$ cat src/rtl/user_gpio_pkg.sv
// Shared definitions for the user GPIO controller: register offsets,
// bus handshake states and the byte-strobe expansion helper.
package user_gpio_pkg;

  localparam logic [31:0] GPIO_OUT_OFS      = 32'h00;
  localparam logic [31:0] GPIO_OEN_OFS      = 32'h04;
  localparam logic [31:0] GPIO_IN_OFS       = 32'h08;
  localparam logic [31:0] GPIO_OUT_SET_OFS  = 32'h0C;
  localparam logic [31:0] GPIO_OUT_CLR_OFS  = 32'h10;
  localparam logic [31:0] GPIO_OUT_TGL_OFS  = 32'h14;
  localparam logic [31:0] GPIO_IRQ_EN_OFS   = 32'h18;
  localparam logic [31:0] GPIO_IRQ_TYPE_OFS = 32'h1C;
  localparam logic [31:0] GPIO_IRQ_POL_OFS  = 32'h20;
  localparam logic [31:0] GPIO_IRQ_STAT_OFS = 32'h24;

  typedef enum logic {
    BUS_IDLE = 1'b0,
    BUS_ACK  = 1'b1
  } bus_state_e;

  // Expands the four byte strobes into a 32-bit bit-enable mask.
  function automatic logic [31:0] apply_strobe(input logic [3:0] wstrb);
    logic [31:0] mask;
    for (int b = 0; b < 4; b++) begin
      mask[b*8 +: 8] = {8{wstrb[b]}};
    end
    return mask;
  endfunction

endpackage

$ cat src/rtl/user_gpio_sync_edge.sv
// Two-flop synchroniser plus a history flop for a vector of asynchronous pins;
// reports the synchronised level and single-cycle rise/fall indications.
module user_gpio_sync_edge #(
  parameter int WIDTH = 16
) (
  input  logic             clk_i,
  input  logic             rst_i,
  input  logic [WIDTH-1:0] pin_i,
  output logic [WIDTH-1:0] sync_o,
  output logic [WIDTH-1:0] rise_o,
  output logic [WIDTH-1:0] fall_o
);

  logic [WIDTH-1:0] s1_q, s1_d;
  logic [WIDTH-1:0] s2_q, s2_d;
  logic [WIDTH-1:0] s3_q, s3_d;

  always_comb begin
    s1_d = pin_i;
    s2_d = s1_q;
    s3_d = s2_q;
  end

  always_ff @(posedge clk_i) begin
    if (rst_i) begin
      s1_q <= '0;
      s2_q <= '0;
      s3_q <= '0;
    end else begin
      s1_q <= s1_d;
      s2_q <= s2_d;
      s3_q <= s3_d;
    end
  end

  assign sync_o = s2_q;
  assign rise_o = s2_q & ~s3_q;
  assign fall_o = ~s2_q & s3_q;

endmodule

$ cat src/rtl/user_gpio_ctrl.sv
// Register-mapped user GPIO controller: native valid/ready bus slave driving
// the GPIO output/enable vectors and a combined per-pin level/edge interrupt.
`ifndef USER_GPIO_NUM
`define USER_GPIO_NUM 16
`endif

module user_gpio_ctrl
  import user_gpio_pkg::*;
#(
  parameter int GPIO_NUM = `USER_GPIO_NUM,
  parameter int ADDR_W   = 8
) (
  input  logic                clk_i,
  input  logic                rst_i,
  input  logic                mem_valid_i,
  input  logic [ADDR_W-1:0]   mem_addr_i,
  input  logic [31:0]         mem_wdata_i,
  input  logic [3:0]          mem_wstrb_i,
  output logic [31:0]         mem_rdata_o,
  output logic                mem_ready_o,
  output logic [GPIO_NUM-1:0] gpio_out_o,
  output logic [GPIO_NUM-1:0] gpio_oen_o,
  input  logic [GPIO_NUM-1:0] gpio_in_i,
  output logic                irq_o
);

  bus_state_e          state_q, state_d;
  logic                ready_q, ready_d;
  logic [31:0]         rdata_q, rdata_d;
  logic                irq_q, irq_d;
  logic [GPIO_NUM-1:0] out_q, out_d;
  logic [GPIO_NUM-1:0] oen_q, oen_d;
  logic [GPIO_NUM-1:0] irq_en_q, irq_en_d;
  logic [GPIO_NUM-1:0] irq_type_q, irq_type_d;
  logic [GPIO_NUM-1:0] irq_pol_q, irq_pol_d;
  logic [GPIO_NUM-1:0] edge_stat_q, edge_stat_d;

  logic [GPIO_NUM-1:0] pin_sync, pin_rise, pin_fall;
  logic                accept, wr_en;
  logic [31:0]         addr_ofs, wmask, wbits, rd_val;
  logic [GPIO_NUM-1:0] wmask_g, wbits_g, stat_clr, edge_hit, level_hit, irq_stat;
  logic                unused_hi;

  user_gpio_sync_edge #(
    .WIDTH (GPIO_NUM)
  ) u_sync_edge (
    .clk_i  (clk_i),
    .rst_i  (rst_i),
    .pin_i  (gpio_in_i),
    .sync_o (pin_sync),
    .rise_o (pin_rise),
    .fall_o (pin_fall)
  );

  // Request decode; bits above GPIO_NUM are dropped when slicing to the pin width.
  always_comb begin
    accept   = (state_q == BUS_IDLE) && mem_valid_i;
    wr_en    = accept && (mem_wstrb_i != 4'b0000);
    addr_ofs = 32'(mem_addr_i) & ~32'h3;
    wmask    = apply_strobe(mem_wstrb_i);
    wbits    = mem_wdata_i & wmask;
    wmask_g  = wmask[GPIO_NUM-1:0];
    wbits_g  = wbits[GPIO_NUM-1:0];
  end

  assign unused_hi = ^{wmask, wbits};

  // NOTE: every always_comb output gets a default first so no path can infer a latch.
  always_comb begin
    state_d = state_q;
    ready_d = 1'b0;
    case (state_q)
      BUS_IDLE: begin
        if (mem_valid_i) begin
          state_d = BUS_ACK;
          ready_d = 1'b1;
        end
      end
      BUS_ACK:  state_d = BUS_IDLE;
      default:  state_d = BUS_IDLE;
    endcase
  end

  always_comb begin
    out_d      = out_q;
    oen_d      = oen_q;
    irq_en_d   = irq_en_q;
    irq_type_d = irq_type_q;
    irq_pol_d  = irq_pol_q;
    stat_clr   = '0;
    if (wr_en) begin
      case (addr_ofs)
        GPIO_OUT_OFS:      out_d      = (out_q & ~wmask_g) | wbits_g;
        GPIO_OEN_OFS:      oen_d      = (oen_q & ~wmask_g) | wbits_g;
        GPIO_OUT_SET_OFS:  out_d      = out_q | wbits_g;
        GPIO_OUT_CLR_OFS:  out_d      = out_q & ~wbits_g;
        GPIO_OUT_TGL_OFS:  out_d      = out_q ^ wbits_g;
        GPIO_IRQ_EN_OFS:   irq_en_d   = (irq_en_q & ~wmask_g) | wbits_g;
        GPIO_IRQ_TYPE_OFS: irq_type_d = (irq_type_q & ~wmask_g) | wbits_g;
        GPIO_IRQ_POL_OFS:  irq_pol_d  = (irq_pol_q & ~wmask_g) | wbits_g;
        GPIO_IRQ_STAT_OFS: stat_clr   = wbits_g;
        default: ;
      endcase
    end
  end

  // A fresh edge overrides a same-cycle clear; masking with the new type
  // drops sticky bits on pins being switched to level mode.
  always_comb begin
    edge_hit    = (irq_pol_q & pin_rise) | (~irq_pol_q & pin_fall);
    edge_stat_d = ((edge_stat_q & ~stat_clr) | edge_hit) & irq_type_d;
    level_hit   = ~(pin_sync ^ irq_pol_q);
    irq_stat    = (irq_type_q & edge_stat_q) | (~irq_type_q & level_hit);
    irq_d       = |(irq_stat & irq_en_q);
  end

  always_comb begin
    rd_val = 32'h0;
    case (addr_ofs)
      GPIO_OUT_OFS:      rd_val = 32'(out_q);
      GPIO_OEN_OFS:      rd_val = 32'(oen_q);
      GPIO_IN_OFS:       rd_val = 32'(pin_sync);
      GPIO_IRQ_EN_OFS:   rd_val = 32'(irq_en_q);
      GPIO_IRQ_TYPE_OFS: rd_val = 32'(irq_type_q);
      GPIO_IRQ_POL_OFS:  rd_val = 32'(irq_pol_q);
      GPIO_IRQ_STAT_OFS: rd_val = 32'(irq_stat);
      default:           rd_val = 32'h0;
    endcase
    rdata_d = accept ? rd_val : 32'h0;
  end

  // NOTE: state registers use non-blocking assignments so every flop samples pre-edge values.
  always_ff @(posedge clk_i) begin
    if (rst_i) begin
      state_q     <= BUS_IDLE;
      ready_q     <= 1'b0;
      rdata_q     <= 32'h0;
      irq_q       <= 1'b0;
      out_q       <= '0;
      oen_q       <= '1;
      irq_en_q    <= '0;
      irq_type_q  <= '0;
      irq_pol_q   <= '0;
      edge_stat_q <= '0;
    end else begin
      state_q     <= state_d;
      ready_q     <= ready_d;
      rdata_q     <= rdata_d;
      irq_q       <= irq_d;
      out_q       <= out_d;
      oen_q       <= oen_d;
      irq_en_q    <= irq_en_d;
      irq_type_q  <= irq_type_d;
      irq_pol_q   <= irq_pol_d;
      edge_stat_q <= edge_stat_d;
    end
  end

  assign mem_ready_o = ready_q;
  assign mem_rdata_o = rdata_q;
  assign gpio_out_o  = out_q;
  assign gpio_oen_o  = oen_q;
  assign irq_o       = irq_q;

endmodule

$ cat config.mk
export PLATFORM = sky130hd
export DESIGN_NAME = user_gpio_ctrl
export DESIGN_NICKNAME = d
export VERILOG_FILES = /design/src/rtl/user_gpio_pkg.sv /design/src/rtl/user_gpio_sync_edge.sv /design/src/rtl/user_gpio_ctrl.sv
export SDC_FILE = /design/constraint.sdc
export NUM_CORES = 1
export LEC_CHECK = 0
export ABC_AREA = 1
export BUFFER_PORTS_ARGS = -buffer_cell sky130_fd_sc_hd__buf_2
export CAP_MARGIN = 20
export CELL_PAD_IN_SITES_DETAIL_PLACEMENT = 0
export CELL_PAD_IN_SITES_GLOBAL_PLACEMENT = 1
export CORE_MARGIN = 10
export CORE_UTILIZATION = 25
export CTS_CLUSTER_DIAMETER = 200
export DETAILED_ROUTE_END_ITERATION = 7
export GPL_TIMING_DRIVEN = 0
export PLACE_DENSITY_LB_ADDON = 0.3
export REMOVE_ABC_BUFFERS = 1
export SLEW_MARGIN = 30
export SYNTH_ARGS = -nofsm -noshare
export SYNTH_HDL_FRONTEND = slang
export SYNTH_SLANG_ARGS = --single-unit
$ cat constraint.sdc
create_clock -name clk_i -period 1.8 [get_ports clk_i]
set_input_delay 0.09 -clock clk_i [delete_from_list [all_inputs] [get_ports clk_i]]
set_output_delay 0.09 -clock clk_i [all_outputs]
set_load 0.02 [all_outputs]
==> results_dict.tcl, run 1 <==
set metrics [dict create \
    outcome "complete, no violations" \
    tightestPinTransition_ns 0.919 \
    vias_per_cell 4.39 \
    grt_pass1_vias 7572 \
    hp-class "in2reg" \
    fin_crit_ns 1.67 \
    hold_viol_final 0 \
    rsz0062_at_grt "false" \
    num_io_pins 129 \
    critPathMaxFanout 21 \
    port_buffers 94 \
    vias 7642 \
    grtUsageTotal 0.145 \
    syn_inst 1208 \
    drive_gt1_frac 0.144 \
    core_region_area_um2 31500 \
    end_kind "flip-flop" \
    finalClockSkew_ns 0.00955 \
    final_core_util 0.314 \
    place_hpwl_um 18500 \
    grt_start_max_net_pins 50 \
    relSlewSlack 0.387 \
    drtAntennaViolNets 0 \
    die_y_um 198 \
    ir_worst_vdd_uv 575 \
    drc_errors 0 \
    cts_root_buf "clkbuf_16" \
    seq_area_frac_synth 0.407 \
    synth_area_um2 7960 \
    die_x_um 198 \
    first_pass_iters 5 \
    cts_tree "done" \
    final.period_utilization 0.926 \
    finalSetupViolCount 0 \
    cts_made_buffers 17 \
    timing.fmax_mhz 600 \
    htree_num_levels 4 \
    clock_latency_ns 0.43 \
    hold_slack_ns 0.0518 \
    cp-start-kind "input pin" \
    antenna_cells 0 \
    fin_nets 1404 \
    initial_core_util 0.253 \
    grt_pass1_wl_um 43600 \
    maxCapViolations 0 \
    arrival_ns 1.96 \
    slew_violations 0 \
    synth_top_area_frac 0.407 \
    crit_type "in2reg" \
    ys_ff_latch 162 \
    area_delta_synth_final_pct 24.0 \
    die_area_um2 39400 \
    synthDistinctLibCells 28 \
    routed_wirelength_um 28100 \
    grt_overflow_total 0 \
    yosysWarningCount 0 \
    yosysTopAreaCell "dfxtp_1" \
    avgSynthCellArea_um2 6.59 \
    clk_pin_slew_ns 0.06 \
    antenna_found_initial 0 \
    ys_top_cells_by_area "dfxtp_1 41%, nand2_1 14%, inv_1 8.2%" \
    p_leak_nw 4.64 \
    cp.required_ns 2.10 \
    cts.sinks 162 \
    wire_per_inst_um 16.1 \
    drt-initial-drc-count 493 \
    cts_buffer_depth 2 \
    rows 65 \
    p_per_area_nw_per_um2 811 \
    gp_congestion 0.789 \
]
-- per-stage QoR --
stage / setup TNS (ns) / cells / setup WS, ns / power (W) / area (µm²)
2_1_floorplan: 0 / 1166 / 0.213 / 0.00405 / 7690
3_3_place_gp: -171.97 / 1662 / -2.09 / 0.00432 / 8670
3_5_place_dp: -45.11 / 1666 / -0.684 / 0.00434 / 8800
4_1_cts: -0.00359 / 1738 / -0.00359 / 0.00811 / 9810
5_1_grt: 0 / 1740 / 0.00179 / 0.00835 / 9880
6_report: 0 / 1740 / 0.133 / 0.00801 / 9880
-- worst paths after layout --
path,start,endpoint,slack (ns),cells past startpoint
min,rst_i,u_sync_edge.sync_o[4],0.05,2
max,mem_addr_i[2],flip-flop,0.13,8
min reg2reg,u_sync_edge.s1_q[8],u_sync_edge.sync_o[8],0.40,2
max reg2reg,state_q,edge_stat_q[14],0.17,8
-- cells in the mapped netlist --
cell type and n:
or2_2 11, o31ai_1 1, buf_6 1, nor3_1 5, dfxtp_1 162, a21oi_1 88, a211oi_1 9, nand3_2 2
nor2_1 168, a22oi_1 3, conb_1 1, buf_2 13, clkinv_1 1, nor2_4 5, o22ai_1 6, nand2_1 302
nand3_1 92, inv_2 14, nor2_2 10, ha_1 16, inv_1 174, o211ai_1 11, clkbuf_1 20, nand2_2 7
o21a_1 3, o21ai_0 40, buf_4 23, o21ai_1 20
-- layout make-up --
| type | instances | area [µm²] |
|---|---|---|
| Clock buffer | 18 | 429 |
| Multi-Input combinational cell | 815 | 3800 |
| Fill cell | 3469 | 21600 |
| Clock inverter | 14 | 154 |
| Timing Repair Buffer | 140 | 1030 |
| Inverter | 189 | 716 |
| Sequential cell | 162 | 3240 |
| Tap cell | 402 | 503 |
-- power breakdown --
group          switching, W  total, W  internal [W]
clock network       0.00162   0.00369       0.00206
registers         0.0000334   0.00368       0.00364
logic              0.000435  0.000644      0.000209
total               0.00209   0.00801       0.00592
-- per-layer routing --
| metal | share of wire | global-route usage |
|---|---|---|
| met1 | 0.48 | 0.188 |
| met2 | 0.46 | 0.237 |
| met3 | 0.052 | 0.0326 |
| met4 | 0.0097 | 0.0362 |
| met5 | 0 | 0 |
-- kinds of logic (layout without fill, tap and decap cells) --
group,Yosys count,count (layout),synth area share
other,1,16,0.000471
buffers and inverters,246,361,0.130
adder cells (fa/ha/maj),16,16,0.0251
AO/OA/AOI/OAI,181,181,0.123
AND/OR/NAND/NOR,602,602,0.314
flip-flops,162,162,0.407
-- worst max-delay path: stages --
cell and delay [ns]:
buf_4 0.31, nand2_1 0.17, nor2_1 0.15, nand2_2 0.26, inv_4 0.36, nand2_2 0.34, nand2_1 0.15, o211ai_1 0.09
-- timing repair --
item                                   4_1_cts  5_1_grt
hold buffers                                32        0
endpoints found under the hold margin       48        0
pin swaps                                    3        2
setup buffers                                8        2
setup endpoints to repair                   66       33
resized for setup                            5        5
-- cell usage in the layout, fill, tap and decap left out, types with 11 or more instances in the layout --
cell type,synthesis,layout
nand3_1,92,92
a21oi_1,88,88
ha_1,16,16
o21ai_0,40,40
dlygate4sd3_1,0,32
dfxtp_1,162,162
nand2_1,302,299
or2_2,11,11
o211ai_1,11,11
o21ai_1,20,20
conb_1,1,16
clkbuf_16,0,17
buf_2,13,92
inv_1,174,172
nor2_1,168,168
inv_2,14,14
Note: power is estimated with default switching activity, not from simulation.
==> inputs of run 2 (changes only) <==
--- a/config.mk
+++ b/config.mk
@@ -6,7 +6,6 @@
 export NUM_CORES = 1
 export LEC_CHECK = 0
 export ABC_AREA = 1
-export BUFFER_PORTS_ARGS = -buffer_cell sky130_fd_sc_hd__buf_2
 export CAP_MARGIN = 20
 export CELL_PAD_IN_SITES_DETAIL_PLACEMENT = 0
 export CELL_PAD_IN_SITES_GLOBAL_PLACEMENT = 1
@@ -14,6 +13,7 @@
 export CORE_UTILIZATION = 25
 export CTS_CLUSTER_DIAMETER = 200
 export DETAILED_ROUTE_END_ITERATION = 7
+export DONT_BUFFER_PORTS = 1
 export GPL_TIMING_DRIVEN = 0
 export PLACE_DENSITY_LB_ADDON = 0.3
 export REMOVE_ABC_BUFFERS = 1
==> results_dict.tcl, run 2 (synthesis gave the netlist of run 1 again) <==
set metrics [dict create \
    outcome "complete, no violations" \
    cp_slowest_cell "dfxtp_1" \
    comb_power_share 0.072 \
    final_cell_mix "299 x nand2_1, 172 x inv_1, 168 x nor2_1" \
    clk_pin_slew_ns 0.06 \
    finalSetupViolCount 0 \
    grt_overflow_total 0 \
    grt_pass1_wl_um 43000 \
    grt_start_max_net_pins 89 \
    wl_met1_um 13400 \
    die_y_um 198 \
    final_core_util 0.300 \
    arrival_ns 2.01 \
    grt_pass1_vias 7172 \
    grtUsageTotal 0.145 \
    initial_core_util 0.253 \
    wire_per_inst_um 17.2 \
    cts_buffer_depth 2 \
    die_area_um2 39400 \
    gp_congestion 0.778 \
    reg2reg_slack_ns 0.13 \
    finalClockSkew_ns 0.00854 \
    cp.required_ns 2.14 \
    min_to "gpio_out_o[8]" \
    clock_latency_ns 0.43 \
    holdPathStages 6 \
    hp-class "in2reg" \
    place_ws_ns -0.359 \
    fin_crit_ns 1.67 \
    rsz0062_at_grt "false" \
    drtAntennaViolNets 0 \
    cp_top_family "buffers and inverters" \
    tightestPinTransition_ns 0.946 \
    vias_per_cell 4.43 \
    core_region_area_um2 31500 \
    maxCapViolations 0 \
    cts_root_buf "clkbuf_16" \
    hp-start "mem_wstrb_i[1]" \
    r2r_cells 6 \
    die_x_um 198 \
    relSlewSlack 0.369 \
    drc_errors 0 \
    final_common_cell "nand2_1" \
    final_cells 1655 \
    p_leak_nw 4.26 \
    cts.sinks 162 \
    first_pass_iters 5 \
    hold_viol_final 0 \
    final.period_utilization 0.928 \
    place_hpwl_um 18300 \
    rows 65 \
    critPathMaxFanout 10 \
    dp_cells 1571 \
    pwr-share-seq 0.475 \
    route.met3.wl_um 1430 \
    end_kind "flip-flop" \
    r2r_end "mem_rdata_o[2]" \
    crit_type "reg2reg" \
    path_cells "nor2_4 -> inv_4 -> nor2_1 -> clkinvlp_4 -> buf_4 -> a21oi_1" \
    timing.fmax_mhz 599 \
    layout_setup_ws_ns 0.130 \
    crit_buf_inv 3 \
    intPower_w 0.00583 \
    met2_length_um 13100 \
    drt-initial-drc-count 400 \
    antenna_found_initial 3 \
    routed_wirelength_um 28400 \
    top_layer_used "met5" \
    drive_gt1_frac 0.0783 \
    netSwitchingPower_w 0.00196 \
    cp-start-kind "flip-flop" \
    port_buffers 0 \
    ir_worst_vdd_uv 569 \
    fin_nets 1319 \
    num_io_pins 129 \
    vias 7334 \
    p_per_area_nw_per_um2 825 \
    hold_slack_ns 0.0262 \
    clkPwrFrac 0.453 \
    r2r-start "state_q" \
    area_delta_synth_final_pct 18.6 \
    cpPeakStageDelay_ns 0.40 \
    cts_made_buffers 17 \
    htree_num_levels 4 \
    slew_violations 0 \
    switching_share 0.251 \
    cts_tree "done" \
]
-- run 2: cell types whose count changed in the layout (fill, tap and decap cells not counted), sizes merged --
| cell | before | now |
|---|---|---|
| clkinv | 6 | 9 |
| diode | 0 | 2 |
| inv | 191 | 187 |
| dlygate4sd3 | 32 | 40 |
| clkinvlp | 4 | 3 |
| buf | 108 | 15 |
-- run 2: power groups by stage --
stage,sequential (W),clock (W),combinational (W)
2_1_floorplan,0.00376,0,0.000288
4_1_cts,0.00370,0.00364,0.000563
5_1_grt,0.00370,0.00375,0.000631
3_3_place_gp,0.00378,0,0.000392
6_report,0.00370,0.00352,0.000562
3_5_place_dp,0.00378,0,0.000408
-- run 2: worst max path at each step --
stage | to | start | depth (start not counted)
3_3_place_gp | gpio_out_o[5] | mem_addr_i[7] | 10
2_1_floorplan | gpio_out_o[0] | mem_addr_i[7] | 10
5_1_grt | edge_stat_q[13] | state_q | 8
4_1_cts | flip-flop | state_q | 6
6_report | mem_rdata_o[2] | state_q | 6
3_5_place_dp | edge_stat_q[14] | mem_addr_i[7] | 8
-- run 2: metal layers --
metal / track usage / up-vias
met5: 0 / -
met4: 0.0396 / 2
met3: 0.0345 / 23
met2: 0.239 / 117
met1: 0.185 / 3383
li1: - / 3809
-- run 2: stage by stage --
stage / total power (W) / cell area (µm²) / TNS (ns)
6_report: 0.00778 / 9440 / 0
3_5_place_dp: 0.00419 / 8300 / -18.36
4_1_cts: 0.00790 / 9380 / 0
2_1_floorplan: 0.00405 / 7690 / 0
5_1_grt: 0.00809 / 9440 / 0
3_3_place_gp: 0.00417 / 8200 / -45.10
-- run 2: layout make-up --
| cell class | instances | area, µm² |
|---|---|---|
| sequential | 162 | 3240 |
| tap | 402 | 503 |
| clock buffer | 18 | 429 |
| antenna | 2 | 5.00 |
| timing repair buffer | 55 | 641 |
| multi-input combinational | 815 | 3780 |
| inverter | 189 | 718 |
| fill | 3428 | 22000 |
| clock inverter | 12 | 119 |
-- run 2: worst reg2reg max path: cells and delay by family, from the launching register on --
kind | cells | cell delay [ns]
compound gates | 1 | 0.24
buf+inv | 3 | 0.47
flops | 1 | 0.40
simple gates | 2 | 0.47
-- run 2: timing repair --
| item | CTS | global route |
|---|---|---|
| buffers inserted | 7 | 3 |
| hold endpoints to repair | 131 | 0 |
| hold buffers | 42 | 0 |
| setup endpoints to repair | 78 | 37 |
| pin swaps | 4 | 1 |
| resized for setup | 4 | 3 |
